**config.mk**
```make
export PLATFORM = sky130hd
export DESIGN_NAME = tx_pkt_fifo_ctrl_flat
export DESIGN_NICKNAME = d
export VERILOG_FILES = /design/src/rtl/tx_fifo_pkg.sv /design/src/rtl/tx_pkt_fifo_ctrl_if.sv /design/src/rtl/tx_pkt_fifo_ctrl.sv /design/src/flat_wrapper.sv
export SDC_FILE = /design/constraint.sdc
export NUM_CORES = 1
export LEC_CHECK = 0
export ABC_CLOCK_PERIOD_IN_PS = 5100
export CAP_MARGIN = 25
export CORE_ASPECT_RATIO = 1.5
export CORE_MARGIN = 2
export CORE_UTILIZATION = 40
export CTS_CLUSTER_SIZE = 12
export DETAILED_ROUTE_END_ITERATION = 12
export PLACE_DENSITY = 0.79
export RECOVER_POWER = 100
export SYNTH_ARGS = -nofsm -noshare
export SYNTH_HDL_FRONTEND = slang
export SYNTH_SLANG_ARGS = --single-unit
```
**constraint.sdc**
```tcl
create_clock -name clk -period 5.1 [get_ports clk]
set_input_delay 0.51 -clock clk [delete_from_list [all_inputs] [get_ports clk]]
set_output_delay 0.51 -clock clk [all_outputs]
set_load 0.01 [all_outputs]
```
**src/rtl/tx_fifo_pkg.sv**
```systemverilog
// Purpose: shared types and default widths for the TX packet FIFO controller.
// Contents: write/read FSM state enums, default payload and address widths.
package tx_fifo_pkg;

    localparam int unsigned DEF_DWIDTH = 32;
    localparam int unsigned DEF_AWIDTH = 10;

    typedef enum logic [1:0] {
        W_IDLE = 2'd0,
        W_PKT  = 2'd1,
        W_DROP = 2'd2
    } wr_state_t;

    typedef enum logic {
        R_IDLE = 1'b0,
        R_PKT  = 1'b1
    } rd_state_t;

endpackage

```
**src/rtl/tx_pkt_fifo_ctrl_if.sv**
```systemverilog
// Purpose: bundles the host write channel, MAC read channel, packet-memory
//          port and status signals of the TX packet FIFO controller.
// Modports:
//   master - the controller: drives wr_ready, rd_*, mem_w*/mem_raddr,
//            mem_write, pkt_cnt, ovf_drop; samples host/MAC/memory inputs.
//   slave  - the surrounding system: host, MAC and packet memory.
interface tx_pkt_fifo_ctrl_if
    import tx_fifo_pkg::*;
#(
    parameter int unsigned DWIDTH = DEF_DWIDTH,
    parameter int unsigned AWIDTH = DEF_AWIDTH
);

    // Host write channel
    logic              wr_valid;
    logic              wr_ready;
    logic [DWIDTH-1:0] wr_data;
    logic              wr_eop;
    logic              wr_abort;

    // MAC read channel
    logic              rd_valid;
    logic              rd_ready;
    logic [DWIDTH-1:0] rd_data;
    logic              rd_eop;

    // Packet memory port, words stored as {eop, data}
    logic [AWIDTH-1:0] mem_waddr;
    logic [AWIDTH-1:0] mem_raddr;
    logic [DWIDTH:0]   mem_wdata;
    logic              mem_write;
    logic [DWIDTH:0]   mem_rdata;

    // Status
    logic [AWIDTH:0]   pkt_cnt;
    logic              ovf_drop;

    modport master (
        input  wr_valid, wr_data, wr_eop, wr_abort,
        output wr_ready,
        output rd_valid, rd_data, rd_eop,
        input  rd_ready,
        output mem_waddr, mem_raddr, mem_wdata, mem_write,
        input  mem_rdata,
        output pkt_cnt, ovf_drop
    );

    modport slave (
        output wr_valid, wr_data, wr_eop, wr_abort,
        input  wr_ready,
        input  rd_valid, rd_data, rd_eop,
        output rd_ready,
        input  mem_waddr, mem_raddr, mem_wdata, mem_write,
        output mem_rdata,
        input  pkt_cnt, ovf_drop
    );

endinterface

```
**src/rtl/tx_pkt_fifo_ctrl.sv**
```systemverilog
// Purpose: store-and-forward TX packet FIFO controller over an external
//          packet memory. Words become visible to the MAC only once their
//          packet's eop has been written; aborted or oversize packets are
//          rolled back to the last committed boundary.
// Ports:
//   clk    - sole clock
//   resetn - asynchronous active-low reset
//   bus    - tx_pkt_fifo_ctrl_if.master (host write, MAC read, memory, status)
module tx_pkt_fifo_ctrl
    import tx_fifo_pkg::*;
#(
    parameter int unsigned DWIDTH = DEF_DWIDTH,
    parameter int unsigned AWIDTH = DEF_AWIDTH
) (
    input  logic                clk,
    input  logic                resetn,
    tx_pkt_fifo_ctrl_if.master  bus
);

    localparam int unsigned PW    = AWIDTH + 1;
    localparam int unsigned DEPTH = 1 << AWIDTH;

    wr_state_t     wr_state, wr_state_n;
    rd_state_t     rd_state, rd_state_n;

    logic [PW-1:0] wr_ptr, wr_ptr_n;
    logic [PW-1:0] wr_cmt, wr_cmt_n;
    logic [PW-1:0] rd_ptr, rd_ptr_n;
    logic [PW-1:0] pkt_cnt, pkt_cnt_n;

    logic          full;
    logic          empty;
    logic          commit;
    logic          release_pkt;
    logic          rd_fire;
    logic          wr_ready_c;
    logic          mem_write_c;
    logic          ovf_drop_c;

    // Occupancy from registered pointers only, so a same-cycle read never frees a slot
    assign full  = ((wr_ptr - rd_ptr) == PW'(DEPTH));
    assign empty = (rd_ptr == wr_cmt);

    // State and pointer registers
    always_ff @(posedge clk or negedge resetn) begin
        if (!resetn) begin
            wr_state <= W_IDLE;
            rd_state <= R_IDLE;
            wr_ptr   <= '0;
            wr_cmt   <= '0;
            rd_ptr   <= '0;
            pkt_cnt  <= '0;
        end else begin
            wr_state <= wr_state_n;
            rd_state <= rd_state_n;
            wr_ptr   <= wr_ptr_n;
            wr_cmt   <= wr_cmt_n;
            rd_ptr   <= rd_ptr_n;
            pkt_cnt  <= pkt_cnt_n;
        end
    end

    // Write FSM: speculative write pointer, commit on eop, rollback on abort/oversize
    always_comb begin
        wr_state_n  = wr_state;
        wr_ptr_n    = wr_ptr;
        wr_cmt_n    = wr_cmt;
        wr_ready_c  = 1'b0;
        mem_write_c = 1'b0;
        ovf_drop_c  = 1'b0;
        commit      = 1'b0;
        case (wr_state)
            W_IDLE, W_PKT: begin
                wr_ready_c = !full && !bus.wr_abort;
                if ((wr_state == W_PKT) && bus.wr_abort) begin
                    wr_ptr_n   = wr_cmt;
                    wr_state_n = W_IDLE;
                end else if ((wr_state == W_PKT) && full && (pkt_cnt == '0)) begin
                    // Packet fills the whole memory with nothing to drain: it can never fit
                    wr_ptr_n   = wr_cmt;
                    wr_state_n = W_DROP;
                end else if (bus.wr_valid && wr_ready_c) begin
                    mem_write_c = 1'b1;
                    wr_ptr_n    = wr_ptr + PW'(1);
                    if (bus.wr_eop) begin
                        commit     = 1'b1;
                        wr_cmt_n   = wr_ptr + PW'(1);
                        wr_state_n = W_IDLE;
                    end else begin
                        wr_state_n = W_PKT;
                    end
                end
            end
            W_DROP: begin
                // Swallow the rest of the oversize packet without storing it
                wr_ready_c = 1'b1;
                if (bus.wr_abort || (bus.wr_valid && bus.wr_eop)) begin
                    ovf_drop_c = 1'b1;
                    wr_state_n = W_IDLE;
                end
            end
            default: begin
                wr_state_n = W_IDLE;
            end
        endcase
    end

    // Read FSM: present committed words straight from memory
    always_comb begin
        rd_state_n  = rd_state;
        rd_ptr_n    = rd_ptr;
        release_pkt = 1'b0;
        rd_fire     = !empty && bus.rd_ready;
        if (rd_fire) begin
            rd_ptr_n = rd_ptr + PW'(1);
            if (bus.mem_rdata[DWIDTH]) begin
                release_pkt = 1'b1;
                rd_state_n  = R_IDLE;
            end else begin
                rd_state_n  = R_PKT;
            end
        end
    end

    // Packet count: simultaneous commit and release cancel out
    always_comb begin
        pkt_cnt_n = pkt_cnt;
        case ({commit, release_pkt})
            2'b10:   pkt_cnt_n = pkt_cnt + PW'(1);
            2'b01:   pkt_cnt_n = pkt_cnt - PW'(1);
            default: pkt_cnt_n = pkt_cnt;
        endcase
    end

    assign bus.wr_ready  = wr_ready_c;
    assign bus.mem_write = mem_write_c;
    assign bus.mem_waddr = wr_ptr[AWIDTH-1:0];
    assign bus.mem_wdata = {bus.wr_eop, bus.wr_data};
    assign bus.mem_raddr = rd_ptr[AWIDTH-1:0];
    assign bus.rd_valid  = !empty;
    assign bus.rd_data   = bus.mem_rdata[DWIDTH-1:0];
    assign bus.rd_eop    = bus.mem_rdata[DWIDTH];
    assign bus.pkt_cnt   = pkt_cnt;
    assign bus.ovf_drop  = ovf_drop_c;

endmodule

```
**src/flat_wrapper.sv**
```systemverilog
// flat-port wrapper written by rule: the top's interface ports become plain ports
module tx_pkt_fifo_ctrl_flat import tx_fifo_pkg::*;
#(
    parameter int unsigned DWIDTH = DEF_DWIDTH,
    parameter int unsigned AWIDTH = DEF_AWIDTH
)
  (clk, resetn, bus_wr_valid, bus_wr_data, bus_wr_eop, bus_wr_abort, bus_wr_ready, bus_rd_valid, bus_rd_data, bus_rd_eop, bus_rd_ready, bus_mem_waddr, bus_mem_raddr, bus_mem_wdata, bus_mem_write, bus_mem_rdata, bus_pkt_cnt, bus_ovf_drop);
  tx_pkt_fifo_ctrl_if #(.DWIDTH(DWIDTH), .AWIDTH(AWIDTH)) bus_i ();
  input  logic clk;
  input  logic resetn;
  input wire logic [$bits(bus_i.wr_valid)-1:0] bus_wr_valid;
  input wire logic [$bits(bus_i.wr_data)-1:0] bus_wr_data;
  input wire logic [$bits(bus_i.wr_eop)-1:0] bus_wr_eop;
  input wire logic [$bits(bus_i.wr_abort)-1:0] bus_wr_abort;
  output wire logic [$bits(bus_i.wr_ready)-1:0] bus_wr_ready;
  output wire logic [$bits(bus_i.rd_valid)-1:0] bus_rd_valid;
  output wire logic [$bits(bus_i.rd_data)-1:0] bus_rd_data;
  output wire logic [$bits(bus_i.rd_eop)-1:0] bus_rd_eop;
  input wire logic [$bits(bus_i.rd_ready)-1:0] bus_rd_ready;
  output wire logic [$bits(bus_i.mem_waddr)-1:0] bus_mem_waddr;
  output wire logic [$bits(bus_i.mem_raddr)-1:0] bus_mem_raddr;
  output wire logic [$bits(bus_i.mem_wdata)-1:0] bus_mem_wdata;
  output wire logic [$bits(bus_i.mem_write)-1:0] bus_mem_write;
  input wire logic [$bits(bus_i.mem_rdata)-1:0] bus_mem_rdata;
  output wire logic [$bits(bus_i.pkt_cnt)-1:0] bus_pkt_cnt;
  output wire logic [$bits(bus_i.ovf_drop)-1:0] bus_ovf_drop;
  assign bus_i.wr_valid = bus_wr_valid;
  assign bus_i.wr_data = bus_wr_data;
  assign bus_i.wr_eop = bus_wr_eop;
  assign bus_i.wr_abort = bus_wr_abort;
  assign bus_wr_ready = bus_i.wr_ready;
  assign bus_rd_valid = bus_i.rd_valid;
  assign bus_rd_data = bus_i.rd_data;
  assign bus_rd_eop = bus_i.rd_eop;
  assign bus_i.rd_ready = bus_rd_ready;
  assign bus_mem_waddr = bus_i.mem_waddr;
  assign bus_mem_raddr = bus_i.mem_raddr;
  assign bus_mem_wdata = bus_i.mem_wdata;
  assign bus_mem_write = bus_i.mem_write;
  assign bus_i.mem_rdata = bus_mem_rdata;
  assign bus_pkt_cnt = bus_i.pkt_cnt;
  assign bus_ovf_drop = bus_i.ovf_drop;
  tx_pkt_fifo_ctrl #(.DWIDTH(DWIDTH), .AWIDTH(AWIDTH)) u_core (.clk(clk), .resetn(resetn), .bus(bus_i));
endmodule
```
; ---- After elaboration in Yosys (flattened, before gate mapping)
; Cells that the tools add are included.
[word_totals]
in_bits = 71
register_bits = 46
output_inout_bits = 101
word_cells = 63
[op_classes]
mux = 24
n_eq_ne = 8
bitwise = 2
n_addsub = 5
reduce_logical = 19
[ops]
columns = cell, count
row1 = $add 11x1->11 const B, 3
row2 = $mux 11, 3
row3 = $pmux 11 s2, 1
row4 = $mux 1, 14
row5 = $eq 11x11->1, 1
row6 = $eq 11x11->1 const B, 1
row7 = $logic_not 11->1, 1
row8 = $sub 11x1->11 const B, 1
row9 = $sub 11x11->11, 1
row10 = $mux 2, 4
row11 = $logic_and 1x1->1, 7
row12 = $reduce_and 5->1, 1
row13 = $eq 2x1->1 const B, 2
row14 = $eq 2x2->1 const B, 2
row15 = $ne 4x1->1 const B, 1
row16 = $pmux 2 s2, 1
row17 = $reduce_and 2->1, 2
row18 = $logic_not 1->1, 3
row19 = $reduce_bool 3->1, 1
row20 = $logic_not 2->1, 1
row21 = $ne 2x1->1 const B, 1
row22 = $not 1->1, 2
row23 = $pmux 1 s2, 1
row24 = $reduce_bool 2->1, 1
row25 = other kinds (2), 2

; ---- Longest topological paths before layout
; Gate-level depths: netlist (run 1).
[depth]
word_depth = 11
mapped_depth = 21
depth_no_buf = 20

; ---- Worst setup path before layout (run 1)
; No wires, ideal clock.
[synth_timing]
path_kind = reg-to-reg
from = register u_core.rd_ptr[3]
to = register u_core.pkt_cnt[10], in the netlist u_core.bus.pkt_cnt[10]
setup_ps = 154
path_slack_ps = 330
synth_period_minus_slack_ps = 4770
n_path_buf = 1
arrival_ps = 4616
required_ps = 4946
path_stages_with_launch = 22
path_cell_list = dfrtp_1 > inv_1 > ha_1 > o211ai_1 > and3_1 > or4_1 > a211o_1 > a2111oi_4 > a211oi_4 > nand2_4 > buf_8 > ha_1 > inv_1 > fa_1 > nor2b_1 > o21ai_0 > a21boi_0 > o21a_1 > o21ai_0 > a211o_1 > o311ai_0 > o311ai_0
[synth_between]
elab_chain_cells = 11
elab_cells_between_ends = 19
cone_classes = add/sub: 1 / eq/ne: 4 / mux: 6 / reduce/logical: 8
[synth_lines]
columns = element, line
row1 = "start, declared", tx_pkt_fifo_ctrl.sv:28  ; logic [PW-1:0] rd_ptr, rd_ptr_n;
row2 = "start signal, assigned", tx_pkt_fifo_ctrl.sv:58  ; rd_ptr <= rd_ptr_n;
row3 = $sub 11x11->11, tx_pkt_fifo_ctrl.sv:41  ; assign full = ((wr_ptr - rd_ptr) == PW'(DEPTH));
row4 = $eq 11x11->1, tx_pkt_fifo_ctrl.sv:41
row5 = $logic_not 1->1, tx_pkt_fifo_ctrl.sv:74  ; wr_ready_c = !full && !bus.wr_abort;
row6 = $logic_and 1x1->1, tx_pkt_fifo_ctrl.sv:74
row7 = $logic_and 1x1->1, tx_pkt_fifo_ctrl.sv:82  ; end else if (bus.wr_valid && wr_ready_c) begin
row8 = $mux 1, tx_pkt_fifo_ctrl.sv:82
row9 = $mux 1, tx_pkt_fifo_ctrl.sv:78  ; end else if ((wr_state == W_PKT) && full && (pkt_cnt == '0)) begin
row10 = $mux 1, tx_pkt_fifo_ctrl.sv:75  ; if ((wr_state == W_PKT) && bus.wr_abort) begin
row11 = $mux 1, tx_pkt_fifo_ctrl.sv:72  ; case (wr_state)
row12 = $eq 2x1->1 or $eq 2x2->1 (tied branches), tx_pkt_fifo_ctrl.sv:128  ; case ({commit, release_pkt})
row13 = $pmux 11 s2 or $reduce_bool 2->1 (tied branches), --
row14 = "end signal, assigned", tx_pkt_fifo_ctrl.sv:59  ; pkt_cnt <= pkt_cnt_n;
row15 = "end, declared", tx_pkt_fifo_ctrl.sv:29  ; logic [PW-1:0] pkt_cnt, pkt_cnt_n;
; Several ways; a longest one is shown, not always the timed one.
; A chain may end at the register's enable or synchronous reset.

; ---- Worst setup path in the final report (run 1)
[layout_timing]
from = register u_core.rd_ptr[5]
to = register u_core.pkt_cnt[10], in the netlist u_core.bus.pkt_cnt[10]
; The elaborated chain is that of the path after synthesis.

==> metrics.md, run 1 <==
| Metric | Value |
|---|---|
| Status | complete, but fails checks |
| Failing checks | max-capacitance violations, max-slew violations |
| Synth Flop Type | dfrtp_1 |
| Register area | 0.00115 sq mm |
| CTS root buffer | clkbuf_16 |
| Final nets | 500 |
| Setup Buffers After CTS | 0 |
| Share of cells above drive strength 1 | 0.0788 |
| Synthesized area | 0.00409 sq mm |
| Routed vias | 3073 |
| Ys Warns | 0 |
| Total CTS buffers | 5 |
| RePlAce Congestion | 0.976 |
| CP Max Fanout | 7 |
| Global-route wire length before repair | 15400 um |
| Ys async rst share | 1.00 |
| CTS H-tree lvls | 2 |
| RSZ-0062 raised after global routing | false |
| IO buf count | 43 |
| Initial antenna violation count | 0 |
| DR pass1 iterations | 4 |
| # diodes | 0 |
| Post-Synthesis Cells | 442 |
| Worst Path Arrival | 4.88 ns |
| Number of distinct library cells after synthesis | 67 |
| Worst-skew pair later-pin latency | 0.29 ns |
| F_max | 211 MHz |
| Design area | 0.00409 sq mm |
| Slew headroom | -0.451 |
| Critical path's largest stage delay | 0.43 ns |
| Fin crit period | 4.74 ns |
| Buf/Inv on CP | 2 |
| Vert. Die Dim | 128 um |
| Critical path startpoint | u_core.rd_ptr[5] |
| CP endpoint kind | flop |
| Critical path, cell by cell | inv_1, ha_1, o211ai_1, and3_1, or4_1, a211o_1, a2111oi_4, a211oi_4, nand2_4, ha_1, inv_1, fa_1, nor2b_1, o21ai_0, a21boi_0, o21a_1, o21ai_1, a211o_1, o311ai_0, o311ai_0 |
| Drt via density | 5.88 |
| DR WL/cell | 18.7 um |
| Worst clock skew | 0.00450 ns |
| Sink Count | 46 |
| CORE AREA | 0.0100 sq mm |
| 1st-iter DRT viols | 204 |
| CTS tree | built |
| Slowest CP cell | or4_1 |
| P_leak | 1.75 nW |
| Reg-to-Reg Start | u_core.rd_ptr[5] |
| Largest net degree at the start of global routing | 47 |
| Fin. max-slew vios | 40 |
| Core Util, Final | 0.408 |
| Max-cap violations | 1 |
| Worst vdd ir | 0.000242 V |
| Number of remaining DRC errors | 0 |
| Hold WC Path Type | in -> async |
| Period utilization | 0.930 |
| DP HPWL | 7580 um |
| Die footprint | 0.0111 sq mm |
| Cell family with most CP delay | compound AO/OA/AOI/OAI gates |
| Gr usage total | 0.177 |
| Finish-stage setup viols | 0 |
| Cell Pwr Density | 676 mW/mm^2 |
| Syn_nets | 536 |
| DRT antenna net count | 0 |
| Crit path to | u_core.bus.pkt_cnt[10] |
| Crit Path Class | reg -> reg |
| Synth Register Bits | 46 |
| Multi-input logic area | 0.00209 sq mm |
| Layout fillers | 976 |
| # rows | 45 |
| Grt ovf | 0 |
| Die Wd | 86.6 um |
| Worst Tran Pin Value | 2.18 ns |
| Seq/Total Area, Yosys | 0.282 |
| Number of cells on the critical path | 20 |
| Synth-to-Final Area Change | 0.122% |
| Initial Util | 0.408 |
| Final hold vios | 0 |
| R2R Setup Slk | 0.36 ns |
| Final wirelength | 9790 um |
| Vias in the first global route | 3038 |
| Most common cell after layout, fill and taps aside | dfrtp_1 |
| CP required | 5.24 ns |
| Clock edge transition at the registers on the reported setup and hold paths | 0.06 ns |
| Cells on worst reg2reg path | 20 |
| Commonest cells after routing, fill and taps aside | dfrtp_1, dlygate4sd3_1, inv_1 |
| Worst-case clock buffer depth | 2 |
| EDFF count, synth | 0 |
| Post-Syn Area per Cell | 9.25 sq um |
| Reg2reg end | u_core.bus.pkt_cnt[10] |
| Area after DPL | 0.00401 sq mm |
| Final setup TNS | 0 ns |
| Setup crit start kind | flop |
| Ports | 172 |
| Hold Buf Count CTS | 0 |
cell type report:
| cell class | count | area share |
|---|---|---|
| clock buffers | 5 | 0.0306 |
| clock inverters | 2 | 0.00244 |
| inverters | 28 | 0.0257 |
| multi-input cells | 275 | 0.511 |
| flip-flops and latches | 46 | 0.281 |
| well taps | 117 | 0.0358 |
| repair buffers | 50 | 0.114 |
state kept, by name, summed over array words and instances, names as in the netlist:
signal	flops
u_core.bus.pkt_cnt	11
u_core.rd_ptr	11
u_core.wr_cmt	11
u_core.wr_ptr	11
u_core.wr_state	2
through the flow:
stage	setup WS (ns)	power, W	hold slack (ns)	instances
after CTS	0.248	0.00284	0.452	522
after global routing	0.0252	0.00296	0.151	523
after floorplan	0.330	0.00208	0.214	442
final	0.360	0.00277	0.111	523
after detailed placement	0.273	0.00251	0.525	515
after global placement	0.425	0.00245	0.524	515
per-layer routing:
layer / wire (um) / track usage / share of wire
met1: 3560 / 0.182 / 0.36
met2: 4860 / 0.307 / 0.50
met3: 623 / 0.0393 / 0.064
met4: 739 / 0.134 / 0.076
met5: 0 / 0 / 0
what timing repair did:
action                     in CTS  in global routing
setup endpoints to repair       0                  2
resized for setup               0                  2
hold endpoints to repair        0                  0
cell usage after synthesis (3+ instances only):
cell | n | share of area
mux2_4 | 9 | 0.033
a31oi_1 | 4 | 0.0061
or4_1 | 4 | 0.0073
a21o_1 | 5 | 0.0092
nand3_1 | 11 | 0.013
nor3_1 | 13 | 0.016
dfrtp_1 | 46 | 0.28
nor2_1 | 17 | 0.016
nand4_1 | 3 | 0.0046
xor2_1 | 22 | 0.047
o21ai_0 | 19 | 0.023
nor4_1 | 8 | 0.012
xnor2_1 | 18 | 0.039
a211oi_1 | 7 | 0.013
a21oi_1 | 14 | 0.017
nand2b_1 | 3 | 0.0046
a311oi_2 | 3 | 0.011
a22oi_1 | 4 | 0.0073
o21a_1 | 5 | 0.0092
nand2_1 | 24 | 0.022
and3_1 | 7 | 0.011
inv_1 | 28 | 0.026
a211o_1 | 4 | 0.0086
clkbuf_1 | 4 | 0.0037
ha_1 | 22 | 0.067
buf_4 | 86 | 0.16
power breakdown:
group	internal (W)	total (W)	switching, W
logic	0.000769	0.00166	0.000891
clock network	0.000177	0.000317	0.000140
registers	0.000531	0.000789	0.000258
total	0.00148	0.00277	0.00129
worst min-delay path by stage:
stage                                  endpoint  slack [ns]  cells past startpoint
final                          u_core.wr_cmt[7]        0.11                      1
after global routing           u_core.wr_ptr[7]        0.15                      1
after CTS                      u_core.wr_ptr[8]        0.45                      1
after detailed placement      u_core.rd_ptr[10]        0.52                      1
after global placement         u_core.rd_ptr[3]        0.52                      1
after floorplan           u_core.bus.pkt_cnt[0]        0.21                      0
logic make-up (layout without fill, tap and decap cells):
logic type / count (synthesis) / in the layout / synth area share
AOI/OAI and AO/OA: 97 / 97 / 0.188
xor gates and xnor gates: 41 / 41 / 0.0924
adders and majority gates: 23 / 23 / 0.0722
buffers and inverters: 121 / 85 / 0.196
DFF: 46 / 46 / 0.282
muxes: 11 / 11 / 0.0386
and+or+nand+nor: 103 / 103 / 0.131
(Power assumes the default switching activity.)
==> run 2: changes to the inputs <==
ABC_CLOCK_PERIOD_IN_PS = 3800   (was 5100)
clock period = 3.8 ns   (was 5.1 ns; I/O delays follow)
==> run 2 against run 1 <==
The flow finishes with violations (max-capacitance violations, max-slew violations, negative setup slack). Total power rose by 79%. Final cell count up 15%. Via count increased by 10%. Highest routed layer unchanged.
==> metrics.md, run 2 (synthesis gave the netlist of run 1 again) <==
| Metric | Value |
|---|---|
| Status | complete, but fails checks |
| Failing checks | max-capacitance violations, max-slew violations, negative setup slack |
| Design area | 0.00506 sq mm (+24%) |
| DR WL/cell | 18.7 um (-0.18%) |
| Inst Count DP | 584 (+13%) |
| RSZ-0062 raised after global routing | true |
| Final nets | 580 (+16%) |
| Cell Pwr Density | 976 mW/mm^2 (+44%) |
| Multi-input logic area | 0.00243 sq mm (+16%) |
| Largest net degree at the start of global routing | 31 (-34%) |
| Layout fillers | 899 (-7.9%) |
| DR pass1 iterations | 4 (unchanged) |
| CP required | 3.96 ns (-1.28 ns) |
| # diodes | 0 (unchanged) |
| Die Wd | 86.6 um (unchanged) |
| Fin. max-slew vios | 31 (-23%) |
| CTS root buffer | clkbuf_16 |
| Fin crit period | 4.11 ns (-0.630 ns) |
| Routed vias | 3393 (+10%) |
| Slowest CP cell | or4_4 |
| CTS tree | built |
| Vias in the first global route | 3628 (+19%) |
| Final worst slack | -0.310 ns (-0.670 ns) |
| Met1 WL | 4070 um (+14%) |
| CORE AREA | 0.0100 sq mm (unchanged) |
| Met3 wire len | 549 um (-12%) |
| Max Used Layer | met4 |
| Worst Tran Pin Value | 1.64 ns (-0.537 ns) |
| Number of remaining DRC errors | 0 (unchanged) |
| Final setup TNS | -1.24 ns (-1.24 ns) |
| Max-cap violations | 1 (unchanged) |
| Synth-to-Final Area Change | 23.8% |
| Worst Path Arrival | 4.27 ns (-0.61 ns) |
| DP HPWL | 8660 um (+14%) |
| Reg-to-Reg Start | u_core.wr_ptr[3] |
| Die footprint | 0.0111 sq mm (unchanged) |
| Commonest cells after routing, fill and taps aside | buf_4, dfrtp_1, dlygate4sd3_1 |
| Gr usage total | 0.208 (+0.0302) |
| Sink Count | 46 (unchanged) |
| F_max | 243 MHz (+15%) |
| Final hold vios | 0 (unchanged) |
| Worst-skew pair later-pin latency | 0.29 ns (about the same) |
| Total CTS buffers | 5 (unchanged) |
| CP Max Fanout | 4 (-3) |
| Period utilization | 1.08 (+0.152) |
| Worst vdd ir | 0.000434 V (+79%) |
| 1st-iter DRT viols | 178 (-13%) |
| Finish-stage setup viols | 6 (+6) |
| Grt ovf | 0 (unchanged) |
| Ports | 172 (unchanged) |
| Worst clock skew | 0.00725 ns (+0.00275 ns) |
| Slew headroom | -0.0931 (+0.358) |
| IO buf count | 43 (unchanged) |
| Hold WC Path Type | in -> async |
| # rows | 45 (unchanged) |
| RePlAce Congestion | 0.961 (-1.5%) |
| Initial antenna violation count | 0 (unchanged) |
| Design Power | 0.00494 W (+79%) |
| CTS H-tree lvls | 2 (unchanged) |
| Global-route wire length before repair | 18000 um (+17%) |
| Worst-case clock buffer depth | 2 (unchanged) |
| Setup crit start kind | flop |
| DRT antenna net count | 0 (unchanged) |
| CP endpoint kind | flop |
| Non-Filler Instances | 604 (+15%) |
| Share of cells above drive strength 1 | 0.331 (+0.252) |
| Clock edge transition at the registers on the reported setup and hold paths | 0.07 ns (about the same) |
| Area after DPL | 0.00469 sq mm (+17%) |
| Most common cell after layout, fill and taps aside | buf_4 |
| Vert. Die Dim | 128 um (unchanged) |
| Critical path startpoint | u_core.wr_ptr[3] |
| Critical path's largest stage delay | 0.42 ns (about the same) |
| Register area | 0.00115 sq mm (+0.33%) |
| Drt via density | 5.62 (-4.4%) |
| Hold Buf Count CTS | 0 (unchanged) |
| Final wirelength | 11300 um (+15%) |
| Met2 routed WL | 6060 um (+25%) |
| Crit Path Class | reg -> reg |
| Critical path, cell by cell | ha_4, o211ai_1, and3_1, or4_4, a211o_1, a2111oi_4, a211oi_4, nand2_4, ha_4, inv_2, fa_2, nor2b_4, o21ai_2, a21boi_2, o21a_1, o21ai_2, a211o_1, o311ai_1, o311ai_1 |
| Initial Util | 0.408 (unchanged) |
| P_leak | 2.22 nW (+27%) |
| Core Util, Final | 0.505 (+0.0968) |
run 2: cell types whose count changed in the layout (fill, tap and decap cells not counted), moves of 4 or more:
| cell | delta |
|---|---|
| ha_1 | -10 |
| buf_4 | +76 |
| a21oi_2 | +5 |
| inv_1 | -6 |
| a21oi_1 | -5 |
| ha_4 | +9 |
| o21ai_0 | -7 |
| a211oi_1 | -4 |
| inv_2 | +6 |
run 2: power by group:
group / total [W] / switching [W] / internal (W)
logic: 0.00351 / 0.00167 / 0.00184
clock network: 0.000448 / 0.000186 / 0.000263
registers: 0.000985 / 0.000269 / 0.000716
total: 0.00494 / 0.00213 / 0.00282
run 2: critical path, delay by kind of cell, from the launching register on:
kind | cells | cell delay [ns]
compound gates | 11 | 1.86
fa+ha+maj | 3 | 0.82
simple gates | 4 | 0.82
flops | 1 | 0.41
buf+inv | 1 | 0.05
run 2: through the flow:
| stage | hold WS, ns | worst slack (ns) |
|---|---|---|
| after floorplan | 0.0844 | -0.545 |
| after global placement | 0.517 | -0.279 |
| after detailed placement | 0.348 | -0.442 |
| after CTS | 0.0434 | -0.308 |
| after global routing | 0.322 | -0.501 |
| final | 0.246 | -0.310 |
run 2: layout make-up:
cell class | count | area share
clock buffers | 8 | 0.0289
inverters | 28 | 0.0208
well taps | 117 | 0.0289
flip-flops and latches | 46 | 0.228
multi-input cells | 275 | 0.480
repair buffers | 130 | 0.214
run 2: what timing repair did:
action	4_1_cts	5_1_grt
endpoints found under the setup margin	6	9
pin swaps	20	18
setup buffers	9	5
gates resized for setup	21	19
gates cloned	0	0
run 2: per-layer routing:
| metal | up-vias | global-route usage |
|---|---|---|
| met2 | 110 | 0.391 |
| met5 | - | 0 |
| met4 | 0 | 0.105 |
| li1 | 1573 | - |
| met1 | 1641 | 0.213 |
| met3 | 69 | 0.0367 |
run 2: path summary, 6_finish.rpt:
check | cells after the start | endpoint | slack (ns)
setup / recovery | 19 | u_core.bus.pkt_cnt[10] | -0.31
max in group asynchronous | 2 | u_core.wr_ptr[2] | 1.39
hold reg to reg | 1 | u_core.rd_ptr[10] | 0.55
setup reg to reg | 19 | u_core.bus.pkt_cnt[10] | -0.31
hold / removal | 1 | u_core.wr_ptr[7] | 0.25
min in group clk | 1 | u_core.rd_ptr[10] | 0.55
==> run 3: changes to the inputs <==
==> constraint.sdc (replaced) <==
create_clock -name clk -period 3.8 [get_ports clk]
set_input_delay 0.57 -clock clk [delete_from_list [all_inputs] [get_ports clk]]
set_output_delay 0.57 -clock clk [all_outputs]
set_load 0.01 [all_outputs]
==> run 3 against run 2 <==
Critical endpoint unchanged. Flip-flop and latch count unchanged. Clock skew grew 0.00061 ns. The run still ends with max-capacitance violations, max-slew violations, negative setup slack left. First-iteration DRC count decreased by 2.8%. Highest routed layer unchanged. Via count is 0.65% lower. Critical path type unchanged. Total power is essentially flat. Final cell count decreased by 0.17%.
==> metrics.md, run 3 (synthesis gave the netlist of run 1 again) <==
| Metric | Value |
|---|---|
| DP HPWL | 8660 um (unchanged) |
| Finish-stage setup viols | 6 (unchanged) |
| RePlAce Congestion | 0.961 (unchanged) |
| CP required | 3.96 ns (about the same) |
| Slowest CP cell | dfrtp_2 |
| DR WL/cell | 18.6 um (-0.22%) |
| CTS root buffer | clkbuf_16 |
| Slew headroom | -0.0877 (+0.00539) |
| Global-route wire length before repair | 18000 um (about the same) |
| Period utilization | 1.08 (+0.00249) |
| P_leak | 2.20 nW (-1.1%) |
| RSZ-0062 raised after global routing | true |
| # rows | 45 (unchanged) |
| Worst vdd ir | 0.000433 V (about the same) |
| Initial Util | 0.408 (unchanged) |
| Largest net degree at the start of global routing | 31 (unchanged) |
| CORE AREA | 0.0100 sq mm (unchanged) |
| Worst clock skew | 0.00786 ns (+0.000607 ns) |
| Critical path, cell by cell | ha_4, o211ai_1, and3_1, or4_4, a211o_1, a2111oi_4, a211oi_4, nand2_4, ha_4, inv_2, fa_2, nor2b_4, o21ai_2, a21boi_2, o21a_1, o21ai_2, a211o_1, o311ai_1, o311ai_1 |
| Worst-skew pair later-pin latency | 0.29 ns (about the same) |
| Crit path to | u_core.bus.pkt_cnt[10] |
| Reg2reg end | u_core.bus.pkt_cnt[10] |
| Hold WC Path Type | in -> async |
| Total CTS buffers | 5 (unchanged) |
| Grt ovf | 0 (unchanged) |
| Commonest cells after routing, fill and taps aside | buf_4, dfrtp_1, dlygate4sd3_1 |
| IO buf count | 43 (unchanged) |
| Number of remaining DRC errors | 0 (unchanged) |
| Core Util, Final | 0.504 (-0.00150) |
| R2R Setup Slk | -0.32 ns (about the same) |
| Failing checks | max-capacitance violations, max-slew violations, negative setup slack |
| Final wirelength | 11200 um (-0.39%) |
| Final setup TNS | -1.28 ns (-0.0446 ns) |
| Cells on worst reg2reg path | 19 (unchanged) |
| Reg-to-Reg Start | u_core.wr_ptr[5] |
| Die Wd | 86.6 um (unchanged) |
| 1st-iter DRT viols | 173 (-2.8%) |
| Most common cell after layout, fill and taps aside | buf_4 |
| CP Max Fanout | 4 (unchanged) |
| Final nets | 579 (-0.17%) |
| CTS tree | built |
| Crit Path Class | reg -> reg |
| CP endpoint kind | flop |
| Fin. max-slew vios | 31 (unchanged) |
| Critical path startpoint | u_core.wr_ptr[5] |
| Vias in the first global route | 3629 (+0.028%) |
| DR pass1 iterations | 4 (unchanged) |
| Final hold vios | 0 (unchanged) |
| Initial antenna violation count | 0 (unchanged) |
| Routed vias | 3371 (-0.65%) |
| Vert. Die Dim | 128 um (unchanged) |
| Place WS | -0.442 ns (unchanged) |
| Fin crit period | 4.12 ns (+0.00946 ns) |
| Status | complete, but fails checks |
| Share of cells above drive strength 1 | 0.329 (-0.00138) |
| Design Power | 0.00494 W (about the same) |
| Setup crit start kind | flop |
| Worst Tran Pin Value | 1.63 ns (-0.00808 ns) |
| DRT antenna net count | 0 (unchanged) |
| Die footprint | 0.0111 sq mm (unchanged) |
| Critical path's largest stage delay | 0.42 ns (about the same) |
| Max-cap violations | 1 (unchanged) |
| Worst-case clock buffer depth | 2 (unchanged) |
| Gr usage total | 0.207 (about the same) |
| CTS H-tree lvls | 2 (unchanged) |
| Clock edge transition at the registers on the reported setup and hold paths | 0.06 ns (about the same) |
| F_max | 243 MHz (-0.23%) |
| # diodes | 0 (unchanged) |
| Cell Pwr Density | 979 mW/mm^2 (+0.22%) |
| Synth-to-Final Area Change | 23.5% |
| Ports | 172 (unchanged) |
| Sink Count | 46 (unchanged) |
| Final worst slack | -0.320 ns (-0.00946 ns) |
| Drt via density | 5.59 (-0.48%) |
| Worst Path Arrival | 4.28 ns (about the same) |
| Layout fillers | 902 (+0.33%) |
run 3: worst min-delay path by stage:
stage,slack (ns),to
after global routing,0.51,u_core.wr_ptr[7]
after detailed placement,0.53,u_core.rd_ptr[10]
final,0.43,u_core.wr_ptr[7]
after CTS,0.23,u_core.wr_ptr[7]
after floorplan,0.27,u_core.bus.pkt_cnt[0]
after global placement,0.52,u_core.rd_ptr[10]
run 3: power breakdown:
part | switching (W) | leakage (nW) | internal (W)
Combinational | 0.00167 | 1.58 | 0.00184
Clock | 0.000186 | 0.0712 | 0.000263
Sequential | 0.000268 | 0.547 | 0.000716
run 3: layer usage:
metal  track usage  routed length, um  vias up
met4         0.105                597        0
li1              -                  -     1572
met5             0                  0        -
met3        0.0361                526       67
met1         0.213               4060     1637
met2         0.391               6060       95
run 3: stage by stage:
step                std cells  area [sq um]  hold slack, ns
global route              603          5050           0.512
detailed placement        584          4690           0.534
finish                    603          5050           0.432
CTS                       599          5010           0.233
global placement          583          4670           0.517
floorplan                 442          4240           0.274
run 3: what timing repair did:
action,CTS,global route
endpoints found under the setup margin,8,9
resized for setup,23,17
setup buffers,9,5
pin swaps,20,18
hold buffers,0,0
run 3: layout make-up:
type / instances / area, sq um / area share
Tap cell: 117 / 146 / 0.0290
Clock buffer: 8 / 146 / 0.0290
Inverter: 28 / 105 / 0.0208
Sequential cell: 46 / 1150 / 0.229
Multi-Input combinational cell: 275 / 2430 / 0.481
Timing Repair Buffer: 129 / 1070 / 0.211
run 3: worst max-delay path, delay by kind of cell, from the launching register on:
| kind | cells | cell delay [ns] |
|---|---|---|
| AOI/OAI and AO/OA | 11 | 1.88 |
| adders and majority gates | 3 | 0.81 |
| DFF | 1 | 0.42 |
| buffers and inverters | 1 | 0.05 |
| and+or+nand+nor | 4 | 0.82 |
